File: config.mk
export PLATFORM = sky130hd
export DESIGN_NAME = itcm_arbiter_flat
export DESIGN_NICKNAME = d
export VERILOG_FILES = /design/src/rtl/itcm_arbiter_if.sv /design/src/rtl/itcm_arbiter.sv /design/src/flat_wrapper.sv
export SDC_FILE = /design/constraint.sdc
export NUM_CORES = 1
export LEC_CHECK = 0
export CAP_MARGIN = 20
export CORE_UTILIZATION = 44
export CTS_BUF_LIST = sky130_fd_sc_hd__clkbuf_8 sky130_fd_sc_hd__clkbuf_16
export CTS_CLUSTER_DIAMETER = 120
export CTS_CLUSTER_SIZE = 20
export DETAILED_ROUTE_END_ITERATION = 8
export PLACE_DENSITY = 0.88
export SLEW_MARGIN = 10
export SYNTH_ARGS = -nofsm -noshare
export SYNTH_HDL_FRONTEND = slang
export SYNTH_SLANG_ARGS = --single-unit
File: constraint.sdc
create_clock -name clk -period 7.2 [get_ports clk]
set_clock_uncertainty 0.15 [all_clocks]
set_input_delay 0.72 -clock clk [delete_from_list [all_inputs] [get_ports clk]]
set_output_delay 0.72 -clock clk [all_outputs]
set_load 0.005 [all_outputs]
File: src/rtl/itcm_arbiter_if.sv
// ITCM arbiter bus bundle: IFU command/response, LSU command/response and
// the single-port RAM side. The arbiter uses the slave view; whoever drives
// the IFU/LSU requests and models the RAM uses the master view.
interface itcm_arbiter_if #(
  parameter int AW        = 32,
  parameter int DW        = 32,
  parameter int RAM_DEPTH = 14
);
  // IFU side
  logic                 ifu_cmd_valid;
  logic                 ifu_cmd_ready;
  logic [AW-1:0]        ifu_cmd_addr;
  logic                 ifu_rsp_valid;
  logic                 ifu_rsp_ready;
  logic [DW-1:0]        ifu_rsp_rdata;
  logic                 ifu_rsp_err;
  logic                 flush;
  // LSU side
  logic                 lsu_cmd_valid;
  logic                 lsu_cmd_ready;
  logic                 lsu_cmd_read;
  logic [AW-1:0]        lsu_cmd_addr;
  logic [DW-1:0]        lsu_cmd_wdata;
  logic [DW/8-1:0]      lsu_cmd_wmask;
  logic                 lsu_rsp_valid;
  logic                 lsu_rsp_ready;
  logic [DW-1:0]        lsu_rsp_rdata;
  logic                 lsu_rsp_err;
  // RAM side
  logic                 ram_ena;
  logic [DW/8-1:0]      ram_wea;
  logic [RAM_DEPTH-1:0] ram_addr;
  logic [DW-1:0]        ram_din;
  logic [DW-1:0]        ram_dout;

  modport slave (
    input  ifu_cmd_valid, ifu_cmd_addr, ifu_rsp_ready, flush,
    input  lsu_cmd_valid, lsu_cmd_read, lsu_cmd_addr, lsu_cmd_wdata,
    input  lsu_cmd_wmask, lsu_rsp_ready, ram_dout,
    output ifu_cmd_ready, ifu_rsp_valid, ifu_rsp_rdata, ifu_rsp_err,
    output lsu_cmd_ready, lsu_rsp_valid, lsu_rsp_rdata, lsu_rsp_err,
    output ram_ena, ram_wea, ram_addr, ram_din
  );

  modport master (
    output ifu_cmd_valid, ifu_cmd_addr, ifu_rsp_ready, flush,
    output lsu_cmd_valid, lsu_cmd_read, lsu_cmd_addr, lsu_cmd_wdata,
    output lsu_cmd_wmask, lsu_rsp_ready, ram_dout,
    input  ifu_cmd_ready, ifu_rsp_valid, ifu_rsp_rdata, ifu_rsp_err,
    input  lsu_cmd_ready, lsu_rsp_valid, lsu_rsp_rdata, lsu_rsp_err,
    input  ram_ena, ram_wea, ram_addr, ram_din
  );
endinterface

File: src/rtl/itcm_arbiter.sv
// ITCM arbiter: shares one single-port RAM between the instruction fetch
// unit and the load/store unit. One access per cycle overall; each port has
// a one-deep response slot so a stalled response does not lose RAM data.
// LSU wins by default; the IFU is forced through after STARVE_MAX denials.
module itcm_arbiter #(
  parameter int          AW          = 32,
  parameter int          DW          = 32,
  parameter int          RAM_DEPTH   = 14,
  parameter logic [AW-1:0] REGION_BASE = '0,
  parameter int          STARVE_MAX  = 4
) (
  input  logic           clk,
  input  logic           rst,
  itcm_arbiter_if.slave  bus
);

  typedef enum logic [1:0] {
    SLOT_EMPTY,
    SLOT_LIVE,
    SLOT_HELD
  } slot_e;

  localparam int RW = AW - RAM_DEPTH - 2;
  localparam int SW = (STARVE_MAX < 1) ? 1 : $clog2(STARVE_MAX + 1);
  localparam logic [SW-1:0] STARVE_LIM = SW'(STARVE_MAX);
  localparam logic [RW-1:0] REGION     = REGION_BASE[RW-1:0];

  slot_e           ifu_slot_q, ifu_slot_d;
  slot_e           lsu_slot_q, lsu_slot_d;
  logic [SW-1:0]   starve_q, starve_d;
  logic [DW-1:0]   ifu_hold_rdata_q, ifu_hold_rdata_d;
  logic            ifu_hold_err_q, ifu_hold_err_d;
  logic [DW-1:0]   lsu_hold_rdata_q, lsu_hold_rdata_d;
  logic            lsu_hold_err_q, lsu_hold_err_d;
  // "zero" marks a LIVE response whose data must not come from ram_dout
  // (error or LSU write); "err" is the error flag for that response.
  logic            ifu_live_zero_q, ifu_live_zero_d;
  logic            ifu_live_err_q, ifu_live_err_d;
  logic            lsu_live_zero_q, lsu_live_zero_d;
  logic            lsu_live_err_q, lsu_live_err_d;

  logic [DW-1:0]   ifu_live_rdata, lsu_live_rdata;
  logic            ifu_fire, lsu_fire;
  logic            grant_ifu, starve_full;
  logic            ifu_acc, lsu_acc;
  logic            ifu_err, lsu_err;

  // Response outputs: LIVE passes RAM data through, HELD replays the hold register
  always_comb begin
    ifu_live_rdata    = ifu_live_zero_q ? '0 : bus.ram_dout;
    lsu_live_rdata    = lsu_live_zero_q ? '0 : bus.ram_dout;
    bus.ifu_rsp_valid = (ifu_slot_q != SLOT_EMPTY) && !bus.flush;
    bus.lsu_rsp_valid = (lsu_slot_q != SLOT_EMPTY);
    bus.ifu_rsp_rdata = '0;
    bus.ifu_rsp_err   = 1'b0;
    bus.lsu_rsp_rdata = '0;
    bus.lsu_rsp_err   = 1'b0;
    case (ifu_slot_q)
      SLOT_LIVE: begin
        bus.ifu_rsp_rdata = ifu_live_rdata;
        bus.ifu_rsp_err   = ifu_live_err_q;
      end
      SLOT_HELD: begin
        bus.ifu_rsp_rdata = ifu_hold_rdata_q;
        bus.ifu_rsp_err   = ifu_hold_err_q;
      end
      default: ;
    endcase
    case (lsu_slot_q)
      SLOT_LIVE: begin
        bus.lsu_rsp_rdata = lsu_live_rdata;
        bus.lsu_rsp_err   = lsu_live_err_q;
      end
      SLOT_HELD: begin
        bus.lsu_rsp_rdata = lsu_hold_rdata_q;
        bus.lsu_rsp_err   = lsu_hold_err_q;
      end
      default: ;
    endcase
    ifu_fire = bus.ifu_rsp_valid && bus.ifu_rsp_ready;
    lsu_fire = bus.lsu_rsp_valid && bus.lsu_rsp_ready;
  end

  // Arbitration, command acceptance and RAM drive
  always_comb begin
    starve_full = (starve_q == STARVE_LIM);
    grant_ifu   = !bus.lsu_cmd_valid || starve_full;
    // Readies are masked by rst so every handshake output is low during reset.
    bus.ifu_cmd_ready = !rst && !bus.flush && grant_ifu &&
                        ((ifu_slot_q == SLOT_EMPTY) || ifu_fire);
    bus.lsu_cmd_ready = !rst && !grant_ifu &&
                        ((lsu_slot_q == SLOT_EMPTY) || lsu_fire);
    ifu_acc = bus.ifu_cmd_valid && bus.ifu_cmd_ready;
    lsu_acc = bus.lsu_cmd_valid && bus.lsu_cmd_ready;
    ifu_err = (bus.ifu_cmd_addr[1:0] != 2'b00) ||
              (bus.ifu_cmd_addr[AW-1:RAM_DEPTH+2] != REGION);
    lsu_err = (bus.lsu_cmd_addr[1:0] != 2'b00) ||
              (bus.lsu_cmd_addr[AW-1:RAM_DEPTH+2] != REGION);

    bus.ram_ena  = 1'b0;
    bus.ram_wea  = '0;
    bus.ram_addr = '0;
    bus.ram_din  = '0;
    if (ifu_acc && !ifu_err) begin
      bus.ram_ena  = 1'b1;
      bus.ram_addr = bus.ifu_cmd_addr[RAM_DEPTH+1:2];
      bus.ram_din  = bus.lsu_cmd_wdata;
    end else if (lsu_acc && !lsu_err) begin
      bus.ram_ena  = 1'b1;
      bus.ram_addr = bus.lsu_cmd_addr[RAM_DEPTH+1:2];
      bus.ram_din  = bus.lsu_cmd_wdata;
      if (!bus.lsu_cmd_read) bus.ram_wea = bus.lsu_cmd_wmask;
    end
  end

  // Next state: starve counter and per-port response slots
  always_comb begin
    starve_d = starve_q;
    if (!bus.ifu_cmd_valid || ifu_acc) starve_d = '0;
    else if (!starve_full)             starve_d = starve_q + 1'b1;

    ifu_slot_d       = ifu_slot_q;
    ifu_hold_rdata_d = ifu_hold_rdata_q;
    ifu_hold_err_d   = ifu_hold_err_q;
    ifu_live_zero_d  = ifu_live_zero_q;
    ifu_live_err_d   = ifu_live_err_q;
    case (ifu_slot_q)
      SLOT_LIVE: begin
        if (ifu_fire) begin
          ifu_slot_d = SLOT_EMPTY;
        end else begin
          ifu_slot_d       = SLOT_HELD;
          ifu_hold_rdata_d = ifu_live_rdata;
          ifu_hold_err_d   = ifu_live_err_q;
        end
      end
      SLOT_HELD: if (ifu_fire) ifu_slot_d = SLOT_EMPTY;
      default: ;
    endcase
    if (ifu_acc) begin
      ifu_slot_d      = SLOT_LIVE;
      ifu_live_zero_d = ifu_err;
      ifu_live_err_d  = ifu_err;
    end
    // Flush wins over the LIVE->HELD capture so the fetch is dropped outright.
    if (bus.flush) ifu_slot_d = SLOT_EMPTY;

    lsu_slot_d       = lsu_slot_q;
    lsu_hold_rdata_d = lsu_hold_rdata_q;
    lsu_hold_err_d   = lsu_hold_err_q;
    lsu_live_zero_d  = lsu_live_zero_q;
    lsu_live_err_d   = lsu_live_err_q;
    case (lsu_slot_q)
      SLOT_LIVE: begin
        if (lsu_fire) begin
          lsu_slot_d = SLOT_EMPTY;
        end else begin
          lsu_slot_d       = SLOT_HELD;
          lsu_hold_rdata_d = lsu_live_rdata;
          lsu_hold_err_d   = lsu_live_err_q;
        end
      end
      SLOT_HELD: if (lsu_fire) lsu_slot_d = SLOT_EMPTY;
      default: ;
    endcase
    if (lsu_acc) begin
      lsu_slot_d      = SLOT_LIVE;
      lsu_live_zero_d = lsu_err || !bus.lsu_cmd_read;
      lsu_live_err_d  = lsu_err;
    end
  end

  // State registers, cleared asynchronously so in-flight accesses are dropped
  always_ff @(posedge clk or posedge rst) begin
    if (rst) begin
      ifu_slot_q       <= SLOT_EMPTY;
      lsu_slot_q       <= SLOT_EMPTY;
      starve_q         <= '0;
      ifu_hold_rdata_q <= '0;
      ifu_hold_err_q   <= 1'b0;
      lsu_hold_rdata_q <= '0;
      lsu_hold_err_q   <= 1'b0;
      ifu_live_zero_q  <= 1'b0;
      ifu_live_err_q   <= 1'b0;
      lsu_live_zero_q  <= 1'b0;
      lsu_live_err_q   <= 1'b0;
    end else begin
      ifu_slot_q       <= ifu_slot_d;
      lsu_slot_q       <= lsu_slot_d;
      starve_q         <= starve_d;
      ifu_hold_rdata_q <= ifu_hold_rdata_d;
      ifu_hold_err_q   <= ifu_hold_err_d;
      lsu_hold_rdata_q <= lsu_hold_rdata_d;
      lsu_hold_err_q   <= lsu_hold_err_d;
      ifu_live_zero_q  <= ifu_live_zero_d;
      ifu_live_err_q   <= ifu_live_err_d;
      lsu_live_zero_q  <= lsu_live_zero_d;
      lsu_live_err_q   <= lsu_live_err_d;
    end
  end

endmodule

File: src/flat_wrapper.sv
// flat-port wrapper written by rule: the top's interface ports become plain ports
module itcm_arbiter_flat 
#(
  parameter int          AW          = 32,
  parameter int          DW          = 32,
  parameter int          RAM_DEPTH   = 14,
  parameter logic [AW-1:0] REGION_BASE = '0,
  parameter int          STARVE_MAX  = 4
)
  (clk, rst, bus_ifu_cmd_valid, bus_ifu_cmd_addr, bus_ifu_rsp_ready, bus_flush, bus_lsu_cmd_valid, bus_lsu_cmd_read, bus_lsu_cmd_addr, bus_lsu_cmd_wdata, bus_lsu_cmd_wmask, bus_lsu_rsp_ready, bus_ram_dout, bus_ifu_cmd_ready, bus_ifu_rsp_valid, bus_ifu_rsp_rdata, bus_ifu_rsp_err, bus_lsu_cmd_ready, bus_lsu_rsp_valid, bus_lsu_rsp_rdata, bus_lsu_rsp_err, bus_ram_ena, bus_ram_wea, bus_ram_addr, bus_ram_din);
  itcm_arbiter_if #(.AW(AW), .DW(DW), .RAM_DEPTH(RAM_DEPTH)) bus_i ();
  input  logic clk;
  input  logic rst;
  input wire logic [$bits(bus_i.ifu_cmd_valid)-1:0] bus_ifu_cmd_valid;
  input wire logic [$bits(bus_i.ifu_cmd_addr)-1:0] bus_ifu_cmd_addr;
  input wire logic [$bits(bus_i.ifu_rsp_ready)-1:0] bus_ifu_rsp_ready;
  input wire logic [$bits(bus_i.flush)-1:0] bus_flush;
  input wire logic [$bits(bus_i.lsu_cmd_valid)-1:0] bus_lsu_cmd_valid;
  input wire logic [$bits(bus_i.lsu_cmd_read)-1:0] bus_lsu_cmd_read;
  input wire logic [$bits(bus_i.lsu_cmd_addr)-1:0] bus_lsu_cmd_addr;
  input wire logic [$bits(bus_i.lsu_cmd_wdata)-1:0] bus_lsu_cmd_wdata;
  input wire logic [$bits(bus_i.lsu_cmd_wmask)-1:0] bus_lsu_cmd_wmask;
  input wire logic [$bits(bus_i.lsu_rsp_ready)-1:0] bus_lsu_rsp_ready;
  input wire logic [$bits(bus_i.ram_dout)-1:0] bus_ram_dout;
  output wire logic [$bits(bus_i.ifu_cmd_ready)-1:0] bus_ifu_cmd_ready;
  output wire logic [$bits(bus_i.ifu_rsp_valid)-1:0] bus_ifu_rsp_valid;
  output wire logic [$bits(bus_i.ifu_rsp_rdata)-1:0] bus_ifu_rsp_rdata;
  output wire logic [$bits(bus_i.ifu_rsp_err)-1:0] bus_ifu_rsp_err;
  output wire logic [$bits(bus_i.lsu_cmd_ready)-1:0] bus_lsu_cmd_ready;
  output wire logic [$bits(bus_i.lsu_rsp_valid)-1:0] bus_lsu_rsp_valid;
  output wire logic [$bits(bus_i.lsu_rsp_rdata)-1:0] bus_lsu_rsp_rdata;
  output wire logic [$bits(bus_i.lsu_rsp_err)-1:0] bus_lsu_rsp_err;
  output wire logic [$bits(bus_i.ram_ena)-1:0] bus_ram_ena;
  output wire logic [$bits(bus_i.ram_wea)-1:0] bus_ram_wea;
  output wire logic [$bits(bus_i.ram_addr)-1:0] bus_ram_addr;
  output wire logic [$bits(bus_i.ram_din)-1:0] bus_ram_din;
  assign bus_i.ifu_cmd_valid = bus_ifu_cmd_valid;
  assign bus_i.ifu_cmd_addr = bus_ifu_cmd_addr;
  assign bus_i.ifu_rsp_ready = bus_ifu_rsp_ready;
  assign bus_i.flush = bus_flush;
  assign bus_i.lsu_cmd_valid = bus_lsu_cmd_valid;
  assign bus_i.lsu_cmd_read = bus_lsu_cmd_read;
  assign bus_i.lsu_cmd_addr = bus_lsu_cmd_addr;
  assign bus_i.lsu_cmd_wdata = bus_lsu_cmd_wdata;
  assign bus_i.lsu_cmd_wmask = bus_lsu_cmd_wmask;
  assign bus_i.lsu_rsp_ready = bus_lsu_rsp_ready;
  assign bus_i.ram_dout = bus_ram_dout;
  assign bus_ifu_cmd_ready = bus_i.ifu_cmd_ready;
  assign bus_ifu_rsp_valid = bus_i.ifu_rsp_valid;
  assign bus_ifu_rsp_rdata = bus_i.ifu_rsp_rdata;
  assign bus_ifu_rsp_err = bus_i.ifu_rsp_err;
  assign bus_lsu_cmd_ready = bus_i.lsu_cmd_ready;
  assign bus_lsu_rsp_valid = bus_i.lsu_rsp_valid;
  assign bus_lsu_rsp_rdata = bus_i.lsu_rsp_rdata;
  assign bus_lsu_rsp_err = bus_i.lsu_rsp_err;
  assign bus_ram_ena = bus_i.ram_ena;
  assign bus_ram_wea = bus_i.ram_wea;
  assign bus_ram_addr = bus_i.ram_addr;
  assign bus_ram_din = bus_i.ram_din;
  itcm_arbiter #(.AW(AW), .DW(DW), .RAM_DEPTH(RAM_DEPTH), .REGION_BASE(REGION_BASE), .STARVE_MAX(STARVE_MAX)) u_core (.clk(clk), .rst(rst), .bus(bus_i));
endmodule
# Yosys cells after proc, flatten, opt, wreduce, memory -nomap -nowiden
# Index checks and enable logic that the tools add are counted.
[totals] reg_bits=76 in_bits=140 out_inout_bits=121 wordCells=88
[classes] addsub=1 n_eq_ne=8 mux=26 bitwise=2 reduce_logical=41
[op_table] operator="$mux W32" count=4
[op_table] operator="$pmux W32 S2" count=2
[op_table] operator="$reduce_bool A16 Y1" count=2
[op_table] operator="$mux W14" count=2
[op_table] operator="$mux W2" count=7
[op_table] operator="$logic_and A1 B1 Y1" count=12
[op_table] operator="$mux W4" count=3
[op_table] operator="$logic_not A1 Y1" count=8
[op_table] operator="$pmux W2 S2" count=2
[op_table] operator="$reduce_and A2 Y1" count=4
[op_table] operator="$reduce_bool A2 Y1" count=4
[op_table] operator="$logic_or A1 B1 Y1" count=7
[op_table] operator="$mux W3" count=2
[op_table] operator="$eq A2 B1 Y1 const B" count=2
[op_table] operator="$eq A2 B2 Y1 const B" count=2
[op_table] operator="$logic_not A2 Y1" count=2
[op_table] operator="$ne A4 B2 Y1 const B" count=1
[op_table] operator="$pmux W1 S2" count=2
[op_table] operator="$reduce_bool A4 Y1" count=1
[op_table] operator="$add A3 B1 Y3 const B" count=1
[op_table] operator="$eq A3 B3 Y1 const B" count=1
[op_table] operator="$ne A3 B1 Y1 const B" count=1
[op_table] operator="$reduce_bool A3 Y1" count=1
[op_table] operator="$mux W1" count=2
[op_table] operator="2 further kinds" count=3

# Longest topological paths before layout
[depth] ltp_word=9 mapped_depth=9 ltp_nobuf=7

# Worst setup path before layout
# No wires, ideal clock.
[synth_timing] kind="input to output" startpoint="input rst" endpoint="output bus_ram_wea[0]" arrival_time_ns=3.703 required_ns=6.330 path_slack_ns=2.627 cell_stages=6 path_buffers=2 cell_sequence="inv_1 > o211a_1 > buf_2 > nand4_1 > clkbuf_1 > nor3b_1"
[synth_between] elab_chain_cells=7 word_cells_on_any_way=12 cone_classes="mux (2); reduce/logical (10)"
[synth_lines] item="from (decl)" line="flat_wrapper.sv:13" source="input logic rst;"
[synth_lines] item="$logic_not A1 Y1" line="itcm_arbiter.sv:91" source="bus.lsu_cmd_ready = !rst && !grant_ifu &&"
[synth_lines] item="$logic_and A1 B1 Y1 (2 in a row)" line="itcm_arbiter.sv:91"
[synth_lines] item="named net bus_lsu_cmd_ready" line="flat_wrapper.sv:29" source="output wire logic [$bits(bus_i.lsu_cmd_ready)-1:0] bus_lsu_cmd_ready;"
[synth_lines] item="$logic_and A1 B1 Y1" line="itcm_arbiter.sv:94" source="lsu_acc = bus.lsu_cmd_valid && bus.lsu_cmd_ready;"
[synth_lines] item="$logic_and A1 B1 Y1" line="itcm_arbiter.sv:108" source="end else if (lsu_acc && !lsu_err) begin"
[synth_lines] item="$mux W4" line="itcm_arbiter.sv:108"
[synth_lines] item="$mux W4" line="itcm_arbiter.sv:104" source="if (ifu_acc && !ifu_err) begin"
[synth_lines] item="to (decl)" line="flat_wrapper.sv:34" source="output wire logic [$bits(bus_i.ram_wea)-1:0] bus_ram_wea;"
# The timed path passes the listed nets, and every way through them passes these cells.

# Worst setup path in the final report
[layout_timing] startpoint="input rst" endpoint="output bus_ram_addr[2]"
[layout_between] elab_chain_cells=7 word_cells_on_any_way=12 cone_classes="mux (2); reduce/logical (10)"
[layout_lines] item="$logic_not A1 Y1 (*)" line="itcm_arbiter.sv:89, itcm_arbiter.sv:91"
[layout_lines] item="$logic_and A1 B1 Y1 (on tied branches) (2 in a row)" line="itcm_arbiter.sv:91, itcm_arbiter.sv:89"
[layout_lines] item="$logic_and A1 B1 Y1 (on tied branches)" line="itcm_arbiter.sv:94, itcm_arbiter.sv:89"
[layout_lines] item="$logic_and A1 B1 Y1 (on tied branches)" line="itcm_arbiter.sv:108, itcm_arbiter.sv:93"
[layout_lines] item="$mux W14 / $logic_and A1 B1 Y1 (equally long branches)" line="itcm_arbiter.sv:108, itcm_arbiter.sv:104"
[layout_lines] item="$mux W14 (*)" line="itcm_arbiter.sv:104"
[layout_lines] item="to (decl)" line="flat_wrapper.sv:35" source="output wire logic [$bits(bus_i.ram_addr)-1:0] bus_ram_addr;"
# Mark *: on every way between the ends. The rest lies on a longest branch, timed or not.

==> results.md <==
| Parameter | This run | Unit |
|:---|:---|:---|
| Root buf cell | clkbuf_16 | - |
| Prevailing post-synth register cell | dfrtp_1 | - |
| Synthesized area per cell | 8.60 | µm² |
| # Max-Cap Violations | 0 | - |
| Required @ worst endpoint | 6.33 | ns |
| Setup violation total in the final timing report | 0 | - |
| Clock latency on the worst-skew pair | 0.33 | ns |
| Synth warn | 0 | - |
| Half-perimeter wire length of the detailed placement result | 14.6 | mm |
| Status | finished, final reports clean | - |
| Share of the yosys chip area belonging to registers | 38.0 | % |
| Power density cells | 189 | nW/µm² |
| Worst setup SP type | primary input | - |
| Die width | 109 | µm |
| GRT Util Overall | 33.9 | % |
| Synth area leader | dfrtp_1 | - |
| DR vias | 5470 | - |
| Cell area after technology mapping | 5010 | µm² |
| Fraction of synthesized cell area taken by the top area cell type | 38.0 | % |
| Worst Tran Pin Value | 1.10 | ns |
| Hold Buf Count CTS | 0 | - |
| Layout Utilization | 72.9 | % |
| Post-synthesis register bit count | 76 | - |
| List of most frequent post-synthesis cells | dfrtp_1 (76), nand2_1 (76), nor2b_1 (68) | - |
| Post-detailed-route wirelength per cell | 20.6 | µm |
| Minimum clock period | 4.61 | ns |
| Period utilisation layout | 64.1 | % |
| Final routed DRC violation total | 0 | - |
| Maximum number of pins on one net before global-route repair | 78 | - |
| Worst slew slack as a fraction of its limit | 27.0 | % |
| Final Max Tran Viols | 0 | - |
| Count of TritonRoute iterations in the first routing pass | 5 | - |
| Post-CTS Resized | 0 | - |
| Setup TNS | 0 | ns |
| Number of placed I/O pins | 261 | - |
| Routed wire length | 19.7 | mm |
| RSZ-0062 raised after global routing | no | - |
| Top area cells in the synthesized netlist | dfrtp_1 (38%), a22oi_1 (9.9%), nor2b_1 (8.5%), nand2b_1 (8.1%), a21boi_2 (6.5%) | - |
| Number of library cell types mapped by synthesis | 37 | - |
| Clock Sink Count | 76 | - |
| Path class of the lowest-slack min-delay path | reg -> reg | - |
| Upper clock frequency limit | 217 | MHz |
| Async S/R FF share, synth | 100 | % |
| Layout cell share with drive strength beyond 1 | 7.99 | % |
| Crit Path Max Fanout | 77 | - |
| IO buf count | 260 | - |
| Static Leakage | 2.87 | nW |
| Post-synthesis cell count | 582 | - |
| Number of synthesized flops with an enable pin | 0 | - |
| Final net count | 957 | - |
| DR vias/cell | 5.73 | - |
| Placeable core region | 11000 | µm² |
| Synth-to-Final Area Change | 60.0 | % |
| CTS H-tree depth | 3 | - |
| Gr ovfl total | 0 | - |
| Net Count, Synth | 730 | - |
| Maximum number of buffers from clock root to sink | 2 | - |
| Initial antenna violation count | 0 | - |
| Post-CTS Setup Repair Bufs | 0 | - |
| Clock-pin transition on the worst setup and hold timing paths | 0.06 | ns |
| Global-route wire length before repair | 29.8 | mm |
| Final hold violations | 0 | - |
| # rows | 38 | - |
| Die height | 109 | µm |
| Weighted congestion at the end of routability-driven global placement | 0.931 | - |
| CTS Buf Count | 9 | - |
| Effective utilization at floorplan | 45.6 | % |
| Category of the critical setup timing path | in -> out | - |
| Final ANT Viol Nets | 0 | - |
| Die Area | 11800 | µm² |
| Maximum VDD drop | 0.000127 | V |
| Via count of the first global-routing pass | 5319 | - |
| Data arrival time of the critical path | 3.74 | ns |
| TritonCTS clock tree | yes | - |
| Iter 0 DRT Violations | 540 | - |
| Diode count | 0 | - |
| Minimum setup slack among reg-to-reg paths | 4.62 | ns |
| Element type at the critical path end | output pin | - |
-- layer usage --
layer | global-route usage [%] | routed length (µm) | vias to the layer above
met5 | 0 | 0 | -
met3 | 7.29 | 1520 | 50
li1 | - | - | 2476
met4 | 16.6 | 856 | 0
met1 | 41.0 | 7390 | 2653
met2 | 57.2 | 9910 | 291
-- final cells by class --
type	count	area [µm²]
clock buffers	9	225
clock inverters	7	124
fillers	781	2980
inverters	9	33.8
multi-input cells	445	2860
flip-flops and latches	76	1900
well taps	140	175
repair buffers	268	2690
-- critical path, stage by stage --
cell and delay (ns):
clkdlybuf4s50_1 0.45, inv_2 0.06, buf_4 0.74, o211a_1 0.38
and4_1 0.58, a22o_1 0.25, clkdlybuf4s50_1 0.53
-- final timing paths --
path	depth (start not counted)	end	startpoint
max in group asynchronous	3	u_core.ifu_hold_rdata_q[5]	rst
worst max-delay path	7	bus_ram_addr[2]	rst
worst min register to register	2	u_core.ifu_hold_rdata_q[15]	u_core.ifu_hold_rdata_q[15]
min in group asynchronous	3	u_core.ifu_hold_rdata_q[22]	rst
worst max register to register	6	u_core.ifu_live_zero_q	u_core.starve_q[0]
worst min-delay path	2	u_core.ifu_hold_rdata_q[15]	u_core.ifu_hold_rdata_q[15]
-- cells by family (layout without fill, tap and decap cells) --
kind of cell | after synthesis | in the layout | share of synthesized area [%]
buffers and inverters | 61 | 293 | 5.07
muxes | 2 | 2 | 0.450
DFF | 76 | 76 | 38.0
and+or+nand+nor | 244 | 244 | 26.7
xor gates and xnor gates | 1 | 1 | 0.175
AOI/OAI and AO/OA | 190 | 190 | 27.6
adders and majority gates | 8 | 8 | 2.00
-- sequential cells by signal, summed over array words and instances (netlist names) --
signal	cells
u_core.lsu_live_zero_q	1
u_core.ifu_live_zero_q	1
u_core.ifu_hold_rdata_q	32
u_core.lsu_slot_q	2
u_core.lsu_hold_rdata_q	32
u_core.starve_q	3
u_core.ifu_slot_q	2
u_core.ifu_hold_err_q	1
u_core.lsu_hold_err_q	1
u_core.lsu_live_err_q	1
-- metrics by stage --
| step | total power [mW] | worst slack (ns) | std cells | cell area (µm²) | hold WS (ns) |
|---|---|---|---|---|---|
| 6_report | 1.51 | 2.59 | 954 | 8010 | 0.335 |
| 5_1_grt | 1.58 | 2.35 | 954 | 8010 | 0.363 |
| 4_1_cts | 1.50 | 2.56 | 952 | 7970 | 0.335 |
| 3_5_place_dp | 0.975 | 2.56 | 936 | 7620 | 0.322 |
| 3_3_place_gp | 0.958 | 2.68 | 936 | 7620 | 0.312 |
| 2_1_floorplan | 0.778 | 2.63 | 582 | 5010 | 0.300 |
-- cells in the final DEF, fill, tap and decap left out, drive strengths merged, types with 3 or more instances in the layout --
cell and count:
bufinv 3, buf 8, nor2 12, nand2b 65
clkdlybuf4s50 260, a21boi 33, a21oi 5, a22oi 66
o21ai 66, nor4 9, nor2b 68, a22o 14
dfrtp 76, ha 8, nor3b 4, clkbuf 9
nand2 76, inv 10
-- where the power goes --
group / internal [mW] / switching [mW]
sequential: 0.485 / 0.0403
clock: 0.341 / 0.184
combinational: 0.218 / 0.246
(Power assumes the default switching activity.)
